## config.mk

```make
export PLATFORM = sky130hd
export DESIGN_NAME = jpeg_scan_packer
export DESIGN_NICKNAME = d
export VERILOG_FILES = /design/src/rtl/jpeg_scan_packer.sv
export SDC_FILE = /design/constraint.sdc
export NUM_CORES = 1
export LEC_CHECK = 0
export BUFFER_PORTS_ARGS = -buffer_cell sky130_fd_sc_hd__buf_2
export CAP_MARGIN = 40
export CORE_MARGIN = 2
export CORE_UTILIZATION = 25
export CTS_BUF_LIST = sky130_fd_sc_hd__clkbuf_16
export DETAILED_ROUTE_END_ITERATION = 8
export GPL_ROUTABILITY_DRIVEN = 1
export SKIP_LAST_GASP = 1
export SLEW_MARGIN = 20
export SYNTH_ARGS = -nofsm -noshare
export SYNTH_HDL_FRONTEND = slang
export SYNTH_SLANG_ARGS = --single-unit
```

## constraint.sdc

```tcl
create_clock -name clk -period 8.4 [get_ports clk]
set_clock_uncertainty 0.2 [all_clocks]
set_input_delay 1.68 -clock clk [delete_from_list [all_inputs] [get_ports clk]]
set_output_delay 1.68 -clock clk [all_outputs]
set_load 0.02 [all_outputs]
```

## src/rtl/jpeg_scan_packer.sv

```systemverilog
// rtl/jpeg_scan_packer.sv - JPEG scan-data packer: code words to bytes, 0xFF stuffing, 1-padding, optional EOI
module jpeg_scan_packer #(
  parameter int MAX_LEN = 32,
  parameter int LEN_W   = 6
) (
  input  logic               clk,
  input  logic               rst,
  input  logic               in_valid,
  output logic               in_ready,
  input  logic [MAX_LEN-1:0] in_bits,
  input  logic [LEN_W-1:0]   in_len,
  input  logic               flush_req,
  input  logic               flush_eoi,
  output logic               flush_done,
  output logic               out_valid,
  input  logic               out_ready,
  output logic [7:0]         out_byte,
  output logic               out_marker,
  output logic               busy
);

  localparam int ACC_W = MAX_LEN + 7;
  localparam int CNT_W = $clog2(MAX_LEN + 8);

  typedef enum logic [2:0] {RUN, STUFF, PAD, EOI_FF, EOI_D9, DONE} state_t;

  state_t             state, state_nx;
  logic [ACC_W-1:0]   acc, acc_nx;
  logic [CNT_W-1:0]   cnt, cnt_nx;
  logic               eoi, eoi_nx;
  logic               pad_ret, pad_ret_nx;

  logic [LEN_W-1:0]   len_sat;
  logic [MAX_LEN-1:0] in_masked;
  logic [7:0]         win;
  logic               have_byte;

  assign len_sat   = (in_len > LEN_W'(MAX_LEN)) ? LEN_W'(MAX_LEN) : in_len;
  assign in_masked = in_bits & ~({MAX_LEN{1'b1}} << len_sat);
  // Top 8 bits of the valid region; below cnt=8 the window runs into the 1s pad
  assign win       = 8'({acc, 8'hFF} >> cnt);
  assign have_byte = (cnt >= CNT_W'(8));
  assign busy      = (cnt != '0) || (state != RUN);

  always_ff @(posedge clk) begin
    if (rst) begin
      state   <= RUN;
      acc     <= '0;
      cnt     <= '0;
      eoi     <= 1'b0;
      pad_ret <= 1'b0;
    end else begin
      state   <= state_nx;
      acc     <= acc_nx;
      cnt     <= cnt_nx;
      eoi     <= eoi_nx;
      pad_ret <= pad_ret_nx;
    end
  end

  always_comb begin
    state_nx   = state;
    acc_nx     = acc;
    cnt_nx     = cnt;
    eoi_nx     = eoi;
    pad_ret_nx = pad_ret;
    in_ready   = 1'b0;
    out_valid  = 1'b0;
    out_byte   = win;
    out_marker = 1'b0;
    flush_done = 1'b0;
    case (state)
      RUN: begin
        in_ready  = !have_byte && !flush_req && !rst;
        out_valid = have_byte;
        if (in_valid && in_ready) begin
          acc_nx = (acc << len_sat) | ACC_W'(in_masked);
          cnt_nx = cnt + CNT_W'(len_sat);
        end
        if (flush_req) begin
          eoi_nx     = flush_eoi;
          pad_ret_nx = 1'b1;
          state_nx   = PAD;
        end
        // A 0xFF overrides the PAD transition; pad_ret brings STUFF back to PAD
        if (have_byte && out_ready) begin
          cnt_nx = cnt - CNT_W'(8);
          if (win == 8'hFF) state_nx = STUFF;
        end
      end
      STUFF: begin
        out_valid = 1'b1;
        out_byte  = 8'h00;
        if (out_ready) state_nx = pad_ret ? PAD : RUN;
      end
      PAD: begin
        if (cnt != '0) begin
          out_valid = 1'b1;
          if (out_ready) begin
            cnt_nx = have_byte ? cnt - CNT_W'(8) : '0;
            if (win == 8'hFF) state_nx = STUFF;
          end
        end else begin
          state_nx = eoi ? EOI_FF : DONE;
        end
      end
      EOI_FF: begin
        out_valid  = 1'b1;
        out_byte   = 8'hFF;
        out_marker = 1'b1;
        if (out_ready) state_nx = EOI_D9;
      end
      EOI_D9: begin
        out_valid  = 1'b1;
        out_byte   = 8'hD9;
        out_marker = 1'b1;
        if (out_ready) state_nx = DONE;
      end
      DONE: begin
        flush_done = 1'b1;
        acc_nx     = '0;
        cnt_nx     = '0;
        eoi_nx     = 1'b0;
        pad_ret_nx = 1'b0;
        state_nx   = RUN;
      end
      default: state_nx = RUN;
    endcase
  end

endmodule

```

Word-level counts from Yosys, hierarchy flattened
Index checks and enable logic that the tools add are counted.

Input port bits: 44. Register bits after elaboration: 50. Output and inout port bits: 13.

Eq/ne operators: 16. Shift-type cells: 3. Bitwise gates (word level): 3. Muxes and demuxes: 31. Add/subtract/negate cells: 2. Order comparisons: 2. Reduce and logical (&&, ||, !) cells: 19.

Operators by type and width (number): $pmux W39 S2 (1); $shr A47 B6 Y8 (1); $mux W39 (1); $or A39 B32 Y39 (1); $shl A39 B6 Y39 (1); $mux W6 (6); $and A32 B32 Y32 (1); $not A32 Y32 (1); $shl A32 B6 Y32 const A (1); $mux W3 (10); $pmux W8 S3 (1); $pmux W6 S3 (1); $pmux W3 S5 (1); $ne A2 B2 Y1 const B (7); $ne A3 B3 Y1 const B (3); $eq A8 B8 Y1 const B (1); $add A6 B6 Y6 (1); $eq A3 B2 Y1 const B (2); $eq A3 B3 Y1 const B (2); $ge A6 B4 Y1 const B (1); $gt A6 B6 Y1 const B (1); $mux W1 (6); $reduce_bool A3 Y1 (2); $reduce_bool A6 Y1 (1); other kinds (15) (22).

Longest topological paths before layout
Gate-level depths: netlist of run 1.

Word-level depth: 8. Gate-level depth with buffers: 15. Mapped depth without buffers: 12.

Worst setup path after synthesis of run 1
Ideal clock, no wire load.

Path kind: in2out. Start point: in rst. End point: out in_ready. Cell stages on the path: 3. Slack: 4131 ps. Arrival time: 2389 ps. Cell sequence: clkbuf_1 nor3_1 and2_1.

Longest elaborated chain between the ends: 3.

Ends and longest elaborated chain: from (decl) (RTL line 7) `input logic rst,`; $logic_not A1 Y1 (RTL line 74) `in_ready = !have_byte && !flush_req && !rst;`; $logic_and A1 B1 Y1 (RTL line 74); $mux W1 (RTL line 72) `case (state)`; to (decl) (RTL line 9) `output logic in_ready,`.

Every way passes these cells.

Worst setup path after layout of run 1
Start point: reg cnt[1]. End point: out out_byte[3].

Longest elaborated chain between the ends: 2.

Ends and longest elaborated chain: from (decl) (RTL line 29) `logic [CNT_W-1:0] cnt, cnt_nx;`; from (signal assigned) (RTL line 55) `cnt <= cnt_nx;`; $shr A47 B6 Y8 (RTL line 41) `assign win = 8'({acc, 8'hFF} >> cnt);`; $pmux W8 S3 (RTL line 72); to (decl) (RTL line 17) `output logic [7:0] out_byte,`.

Every way passes these cells.

==> reports/qor.csv, run 1 <==
stage,metric,value,unit
global_routing,grt_use_total,17.7,%
critical_path,cp-end-kind,output pin,
critical_path,crit_fanout,49,
critical_path,path_cells,buf_4 -> mux2_2 -> mux4_2 -> nor2_1 -> a221oi_1 -> a211oi_1 -> o21ai_0 -> nand2_1 -> o211ai_1 -> buf_2,
logic_synthesis,synth_fa_ha_area_share,1.44,%
placed_design,place_hpwl,18700,um
critical_path,crit_path_top_delay_cell,buf_4,
placed_design,portBuffers,56,
placed_design,dpl_cell_area,0.00706,mm2
detailed_routing,dr_total_vias,7302,
floorplanning,die_x,166,um
logic_synthesis,synth_top_family_by_area,multiplexers,
sta,setup_ws,3220,ps
logic_synthesis,synth_xor_area_share,0.531,%
clocking,clkSinkCount,50,
worst_hold_path,min_from,cnt[1],
finish,layout.nets,937,
logic_synthesis,synth-main-ff-cell,dfxtp_1,
finish,fin_util,27.8,%
global_routing,first_global_vias,6734,
clocking,clock_path_buffers,2,
critical_path,critPathRequiredTime,6520,ps
clocking,cts_tree,yes,
logic_synthesis,synth_area_per_cell,7.41,um2
detailed_routing,wire_per_inst,20.9,um
global_routing,antenna_found_initial,0,
logic_synthesis,synth.most_common_cell,nand2_1,
finish,regArea,0.00100,mm2
logic_synthesis,synth-simple-area-share,20.9,%
sta,max_freq,193,MHz
logic_synthesis,syn-cell-area,0.00659,mm2
critical_path,r2r_start,cnt[1],
finish,stdcell_count,1222,
logic_synthesis,synth_top_area_cell,mux2i_1,
logic_synthesis,synth_compound_area_share,26.2,%
clocking,clock_latency,310,ps
critical_path,cp_slowest_stage_delay,510,ps
sta,fin_tns_setup,0,ps
clocking,ctsResizeCount,0,
flow_run,max-cap-violations,0,
floorplanning,chipHeight,166,um
finish,multi_input_area,0.00517,mm2
placed_design,place_inst,1213,
sta,final_hold_viol_count,0,
logic_synthesis,seq_area_frac_synth,15.2,%
logic_synthesis,syn_inst,890,
detailed_routing,viasPerCell,5.98,
detailed_routing,drt_iter0_drc,910,
sta,slew_viol_final,0,
sta,finalCriticalPeriod,5180,ps
finish,fin_area,0.00723,mm2
clocking,htreeDepth,2,
power,vdd_drop_max,0.124,mV
global_routing,grt_max_degree,55,
clocking,numCtsBuffers,5,
placed_design,pre_cts_slack,3180,ps
finish,n_fill_cell,2861,
critical_path,startpoint,cnt[1],
floorplanning,std_cell_rows,59,
logic_synthesis,yosys-top-cells-area,"mux2i_1 17%, dfxtp_1 15%, mux4_2 7.2%",
floorplanning,io_pins,57,
critical_path,cpLargestDelayFamily,multiplexers,
sta,relSlewSlack,52.3,%
logic_synthesis,ys_ff_latch,50,
power,power.density,233,mW/mm2
logic_synthesis,netlist.area_leader.share,16.5,%
logic_synthesis,async_flop_share,0,%
clocking,clkTransAtPathRegs,70,ps
critical_path,worstPathArrival,3300,ps
logic_synthesis,synth_commonest_cells,"115 x nand2_1, 109 x mux2i_1, 68 x a21oi_1, 64 x nor2_1, 58 x o21ai_0",
clocking,root_buffer,clkbuf_16,
power,totalPowerFinal,1.68,mW
detailed_routing,first_pass_iters,6,
sta,holdWs,280,ps
logic_synthesis,syn_nets,941,
sta,min_period_over_period,61.6,%
floorplanning,core,0.0260,mm2
finish,drive_gt1_share,14.8,%
power,p_leak,2.92,nW
floorplanning,dieArea,0.0277,mm2
global_routing,grt-ovfl-total,0,
logic_synthesis,yosys_warnings,0,
clocking,ctsHoldBuffers,0,
finish,area_growth,9.60,%
clocking,cts_setup_buffers,0,
floorplanning,start_util,25.4,%
sta,rsz0062_at_grt,false,
detailed_routing,postRouteAntennaNets,0,
placed_design,gp_congestion,0.967,
critical_path,critPathKind,flop to output pin,
sta,worstMarginPinSlew,714,ps
logic_synthesis,synth_edf_count,0,
sta,finalSetupViolCount,0,
detailed_routing,routed_wl,25600,um
finish,n_antenna_cell,0,
run_status,status,completed,
critical_path,start_kind,flop,
logic_synthesis,synth_mux_area_share,29.2,%
worst_hold_path,hp-class,flop to flop,
detailed_routing,remaining_drc_errors,0,
critical_path,crit_buf_inv,2,
logic_synthesis,yosysUniqueCellTypes,67,
global_routing,grt_pass1_wl,39600,um
-- report_power, final --
part	total, mW	leakage, nW	internal, mW	switching, mW
combinational	1.10	2.45	0.412	0.693
sequential	0.350	0.406	0.270	0.0806
clock	0.226	0.0704	0.113	0.114
-- layer usage --
| metal | up-vias | track usage, % | wire length, um |
|---|---|---|---|
| li1 | 3340 | - | - |
| met1 | 3464 | 23.5 | 10600 |
| met2 | 423 | 28.9 | 11800 |
| met3 | 75 | 1.93 | 1860 |
| met4 | 0 | 8.21 | 1220 |
| met5 | - | 0 | 0 |
-- area by class of cell --
cell class	instances	share of cell area [%]
Inverter	16	0.831
Timing Repair Buffer	70	5.83
Multi-Input combinational cell	743	71.6
Clock inverter	3	0.346
Sequential cell	50	13.9
Tap cell	335	5.80
Clock buffer	5	1.73
-- cells in the final DEF (no fill, tap or decap), drive strengths merged, types with 3 or more instances in the layout --
master	netlist	routed
nand3	44	44
nor3	20	20
mux2	32	32
nor2	64	64
and3	12	12
mux2i	109	109
nor2b	6	6
and2	3	3
a21oi	68	68
o21ai	68	68
clkinv	3	4
a22oi	15	15
inv	13	14
o21a	3	3
o311ai	6	6
or3	5	5
dfxtp	50	50
nand2b	18	18
clkbuf	51	5
a221oi	9	9
nand2	115	115
a311oi	5	5
o31ai	5	5
o211ai	14	14
mux4	21	21
a31oi	19	19
ha	6	6
a211oi	9	9
buf	30	70
o22ai	28	28
-- state kept, by name, summed over array words and instances, names as in the netlist --
signal / cells
acc: 39
cnt: 6
state: 3
eoi: 1
pad_ret: 1
-- worst paths after layout --
check | cells past startpoint | slack (ps) | end
max | 10 | 3220 | out_byte[3]
min | 2 | 280 | cnt[1]
max reg2reg | 11 | 5050 | state[1]
min reg2reg | 2 | 280 | cnt[1]
-- tightest hold or removal path: cells and delay by family, from the launching register on --
kind / cells / cell delay (ps)
flip-flops: 1 / 340
AND/OR/NAND/NOR: 1 / 50
AO/OA/AOI/OAI: 1 / 50
-- logic make-up after synthesis --
kind of cell,after synthesis
adders and majority gates,7
buffers and inverters,97
and+or+nand+nor,299
AOI/OAI and AO/OA,271
DFF,50
xor gates and xnor gates,4
muxes,162
No activity file was read; power rests on OpenSTA's default activity.
==> run 2: changes to the inputs <==
==> constraint.sdc (replaced) <==
create_clock -name clk -period 5.3 [get_ports clk]
set_clock_uncertainty 0.2 [all_clocks]
set_input_delay 1.06 -clock clk [delete_from_list [all_inputs] [get_ports clk]]
set_output_delay 1.06 -clock clk [all_outputs]
set_load 0.02 [all_outputs]
==> run 2 against run 1 <==
Global-route usage up 0.76 points; core utilization up 0.32 points; hold slack worse by 2.3 ps; combinational power up 59%; register-to-register slack worse by 3100 ps; wire length up 2.5%; count of clock-buffer cells in the layout unchanged; sequential cell count unchanged; critical path type unchanged; critical endpoint is now out_byte[4]; highest routed layer unchanged.
==> reports/qor.csv, run 2 (synthesis results as in run 1) <==
stage,metric,value,unit
clocking,clock_latency,310,ps
finish,multi_input_area,0.00517,mm2
power,p_leak,2.98,nW
detailed_routing,dr_total_vias,7345,
clocking,htreeDepth,2,
worst_hold_path,hp-class,flop to flop,
sta,relSlewSlack,52.1,%
floorplanning,std_cell_rows,59,
finish,largest_reg_flops,39,
clocking,clkSinkCount,50,
finish,area_growth,10.9,%
critical_path,path_cells,buf_4 -> nand2b_1 -> o22ai_1 -> o21ai_1 -> a2111oi_0 -> buf_4 -> nor2_1 -> o21ai_0 -> o311ai_0 -> buf_2,
floorplanning,die_x,166,um
clocking,ctsResizeCount,0,
placed_design,portBuffers,56,
floorplanning,start_util,25.4,%
power,power.density,376,mW/mm2
critical_path,cp-end-kind,output pin,
floorplanning,dieArea,0.0277,mm2
clocking,root_buffer,clkbuf_16,
finish,layout.nets,947,
detailed_routing,postRouteAntennaNets,0,
detailed_routing,remaining_drc_errors,0,
global_routing,antenna_found_initial,0,
finish,layout_common_cells,"114 x nand2_1, 109 x mux2i_1, 68 x a21oi_1, 64 x nor2_1, 58 x o21ai_0",
critical_path,path_depth,10,
global_routing,grt_max_degree,54,
critical_path,cp-endpoint,out_byte[4],
clocking,numCtsBuffers,5,
global_routing,grt-ovfl-total,0,
critical_path,startpoint,cnt[0],
flow_run,max-cap-violations,0,
critical_path,r2r_end,state[1],
critical_path,cp_slowest_stage_delay,790,ps
critical_path,critPathKind,flop to output pin,
critical_path,r2r_slack,1950,ps
finish,n_antenna_cell,0,
clocking,cts_tree,yes,
finish,final_common_cell,nand2_1,
global_routing,grt_pass1_wl,40600,um
clocking,ctsHoldBuffers,0,
critical_path,reg2regPathDepth,9,
critical_path,cpLargestDelayFamily,compound AO/OA/AOI/OAI gates,
critical_path,r2r_start,cnt[0],
sta,holdWs,278,ps
finish,largest_register,acc,
floorplanning,io_pins,57,
critical_path,worstPathArrival,3230,ps
placed_design,place_hpwl,19400,um
global_routing,grt_use_total,18.5,%
critical_path,critPathRequiredTime,4040,ps
detailed_routing,viasPerCell,5.96,
global_routing,first_global_vias,6765,
finish,fin_area,0.00731,mm2
detailed_routing,routed_wl,26200,um
floorplanning,chipHeight,166,um
run_status,status,completed,
sta,fin_tns_setup,0,ps
sta,finalSetupViolCount,0,
critical_path,crit_path_top_delay_cell,dfxtp_1,
sta,slew_viol_final,0,
power,vdd_drop_max,0.216,mV
clocking,clock_path_buffers,2,
sta,min_period_over_period,84.8,%
detailed_routing,first_pass_iters,5,
critical_path,start_kind,flop,
finish,largestRegisters,"acc x39, cnt x6, state x3",
sta,max_freq,223,MHz
sta,finalCriticalPeriod,4490,ps
critical_path,crit_top_cell,buf_4,
floorplanning,core,0.0260,mm2
finish,n_fill_cell,2895,
placed_design,gp_congestion,0.948,
clocking,clkTransAtPathRegs,80,ps
power,totalPowerFinal,2.75,mW
detailed_routing,wire_per_inst,21.3,um
sta,final_hold_viol_count,0,
placed_design,dpl_cell_area,0.00712,mm2
finish,drive_gt1_share,15.8,%
critical_path,crit_fanout,14,
sta,rsz0062_at_grt,false,
finish,regArea,0.00100,mm2
clocking,cts_setup_buffers,0,
detailed_routing,drt_iter0_drc,824,
critical_path,crit_buf_inv,3,
sta,worstMarginPinSlew,717,ps
[run 2: cell types whose count changed in the layout (fill, tap and decap cells not counted), sizes merged]
| cell | previous run | this run |
|---|---|---|
| buf | 70 | 80 |
| bufinv | 0 | 1 |
| clkinv | 4 | 3 |
[run 2: worst min-delay path by stage]
stage,start,end,slack [ps],depth (start not counted)
final,pad_ret,pad_ret,280,2
after global routing,pad_ret,pad_ret,290,2
after global placement,pad_ret,pad_ret,250,2
after CTS,pad_ret,pad_ret,270,2
after floorplan,pad_ret,pad_ret,240,2
after detailed placement,pad_ret,pad_ret,260,2
[run 2: report_power, final]
part / leakage (nW) / internal [mW] / switching, mW
combinational: 2.49 / 0.670 / 1.08
sequential: 0.406 / 0.427 / 0.154
clock: 0.0819 / 0.227 / 0.187
total: 2.98 / 1.33 / 1.42
[run 2: routing by layer]
layer | vias to the layer above | routed length [um] | global-route usage (%)
li1 | 3362 | - | -
met1 | 3521 | 11000 | 24.4
met2 | 379 | 12200 | 30.1
met3 | 83 | 1710 | 1.95
met4 | 0 | 1270 | 8.73
met5 | - | 0 | 0
[run 2: stage by stage]
step / std cells / setup WS [ps] / utilization, %
floorplan: 890 / 1670 / -
finish: 1232 / 808 / 28.1
global route: 1232 / 530 / 28.1
CTS: 1231 / 679 / 28.1
global placement: 1222 / 1060 / 27.3
detailed placement: 1223 / 1030 / 27.4
[run 2: worst register-to-register path: stages, from the launching register on]
cell	delay (ps)
dfxtp_1	790
mux4_2	620
mux2_2	270
o21ai_1	120
a31oi_1	80
or4_4	570
nand4_1	120
nand4bb_4	180
o2bb2ai_4	150
mux2i_1	190
[run 2: layout make-up]
type / instances / area share (%)
repair buffers: 80 / 6.57
clock inverters: 3 / 0.668
flip-flops and latches: 50 / 13.7
inverters: 16 / 0.822
clock buffers: 5 / 1.71
multi-input cells: 743 / 70.8
well taps: 335 / 5.73
==> run 3: changes to the inputs <==
==> constraint.sdc (replaced) <==
create_clock -name clk -period 3.8 [get_ports clk]
set_clock_uncertainty 0.2 [all_clocks]
set_input_delay 0.76 -clock clk [delete_from_list [all_inputs] [get_ports clk]]
set_output_delay 0.76 -clock clk [all_outputs]
set_load 0.02 [all_outputs]
==> run 3 against run 2 <==
Final area grew 3.4%; sequential share of layout area shrank 0.35 points; hold slack lost 11 ps; worst setup slack lost 740 ps; power grew 44%; core utilization grew 0.96 points; sequential cell count is the same; highest routed layer unchanged; clock power grew 33%; critical path type unchanged.
==> reports/qor.csv, run 3 (synthesis results as in run 1) <==
stage,metric,value,unit
clocking,clock_latency,310,ps
critical_path,start_kind,flop,
finish,largest_reg_flops,39,
global_routing,grt-ovfl-total,0,
placed_design,gp_congestion,1.01,
global_routing,grt_max_degree,54,
critical_path,critPathRequiredTime,2840,ps
power,p_int,1.95,mW
finish,largest_register,acc,
clocking,clkTransAtPathRegs,70,ps
finish,area_growth,14.6,%
finish,largestRegisters,"acc x39, cnt x6, state x3",
critical_path,critPathKind,flop to output pin,
finish,n_antenna_cell,0,
clocking,numCtsBuffers,5,
sta,max_freq,268,MHz
detailed_routing,drt_iter0_drc,1028,
critical_path,worstPathArrival,2770,ps
detailed_routing,wire_per_inst,21.8,um
power,p_clk_share,13.9,%
finish,drive_gt1_share,18.7,%
sta,finalCriticalPeriod,3730,ps
placed_design,place_inst,1239,
finish,fin_area,0.00756,mm2
clocking,htreeDepth,2,
floorplanning,io_pins,57,
placed_design,dpl_cell_area,0.00727,mm2
global_routing,grt_use_total,18.7,%
clocking,clkSinkCount,50,
finish,layout_common_cells,"114 x nand2_1, 109 x mux2i_1, 68 x a21oi_1, 64 x nor2_1, 58 x o21ai_0",
finish,final_common_cell,nand2_1,
clocking,ctsHoldBuffers,0,
sta,worstMarginPinSlew,685,ps
detailed_routing,routed_wl,27300,um
run_status,status,completed,
global_routing,antenna_found_initial,0,
power,switching_share,50.9,%
clocking,clock_path_buffers,2,
placed_design,place_hpwl,20200,um
sta,final_hold_viol_count,0,
power,combinationalPowerShare,66.5,%
detailed_routing,remaining_drc_errors,0,
critical_path,crit_fanout,15,
finish,layout.nets,969,
finish,stdcell_count,1254,
sta,rsz0062_at_grt,true,
detailed_routing,dr_total_vias,7467,
power,seqPwrFrac,19.6,%
floorplanning,core,0.0260,mm2
critical_path,cp-end-kind,output pin,
floorplanning,dieArea,0.0277,mm2
sta,min_period_over_period,98.2,%
detailed_routing,first_pass_iters,5,
worst_hold_path,hp-class,flop to flop,
detailed_routing,postRouteAntennaNets,0,
finish,n_fill_cell,2866,
global_routing,grt_pass1_wl,41600,um
placed_design,portBuffers,56,
clocking,cts_tree,yes,
flow_run,max-cap-violations,0,
power,netSwitchingPower,2.02,mW
power,p_leak,3.11,nW
power,power.density,524,mW/mm2
floorplanning,die_x,166,um
sta,slew_viol_final,0,
sta,finalSetupViolCount,0,
floorplanning,std_cell_rows,59,
floorplanning,start_util,25.4,%
detailed_routing,viasPerCell,5.95,
power,vdd_drop_max,0.345,mV
global_routing,first_global_vias,6998,
floorplanning,chipHeight,166,um
sta,relSlewSlack,54.3,%
clocking,root_buffer,clkbuf_16,
==> run 3: power groups by stage <==
| stage | clock, mW | combinational [mW] | sequential, mW |
|---|---|---|---|
| after floorplan | 0 | 1.88 | 0.665 |
| after global placement | 0 | 2.52 | 0.768 |
| after detailed placement | 0 | 2.50 | 0.771 |
| after CTS | 0.559 | 2.53 | 0.759 |
| after global routing | 0.572 | 2.83 | 0.793 |
| final | 0.551 | 2.64 | 0.778 |
==> run 3: path summary, 6_finish.rpt <==
kind,startpoint,end,slack [ps],depth (start not counted)
min,pad_ret,pad_ret,270,2
min reg2reg,pad_ret,pad_ret,270,2
max,cnt[0],out_byte[1],70,9
max reg2reg,cnt[3],acc[36],720,8
==> run 3: layout make-up <==
class                           instances  area, um2  area share (%)
Sequential cell                        50       1010            13.4
Clock buffer                            5        125            1.66
Inverter                               16       63.8           0.844
Multi-Input combinational cell        743       5200            68.7
Clock inverter                          3       47.5           0.629
Tap cell                              335        419            5.54
Timing Repair Buffer                  102        698            9.24
==> run 3: repair_timing <==
| item | CTS | global route |
|---|---|---|
| cloned | 0 | 2 |
| pin swaps | 0 | 2 |
| setup buffers | 0 | 5 |
| endpoints found under the setup margin | 3 | 6 |
| resized for setup | 4 | 8 |
==> run 3: layer usage <==
layer	track usage [%]	up-vias	wire, um
li1	-	3404	-
met1	24.8	3613	11400
met2	31.1	372	12800
met3	2.29	78	1980
met4	7.42	0	1110
met5	0	-	0
==> run 3: worst max-delay path, cell delays in order (launching register included) <==
cell and delay, ps:
dfxtp_4 390, buf_12 160, mux4_2 530, mux2_2 280
o21ai_1 110, a31oi_1 60, or4_4 560, o21ai_0 100
a21oi_1 90, buf_2 190
==> run 3: stage by stage <==
stage                     TNS [ps]  setup WS, ps  hold WS [ps]  utilization [%]  power (mW)
after global routing          -173         -63.8           287             29.1        4.20
after CTS                        0          17.5           269             28.7        3.85
final                            0          67.4           266             29.1        3.96
after floorplan                  0           470           237                -        2.55
after global placement           0           174           250             28.0        3.28
after detailed placement         0           137           257             28.0        3.27
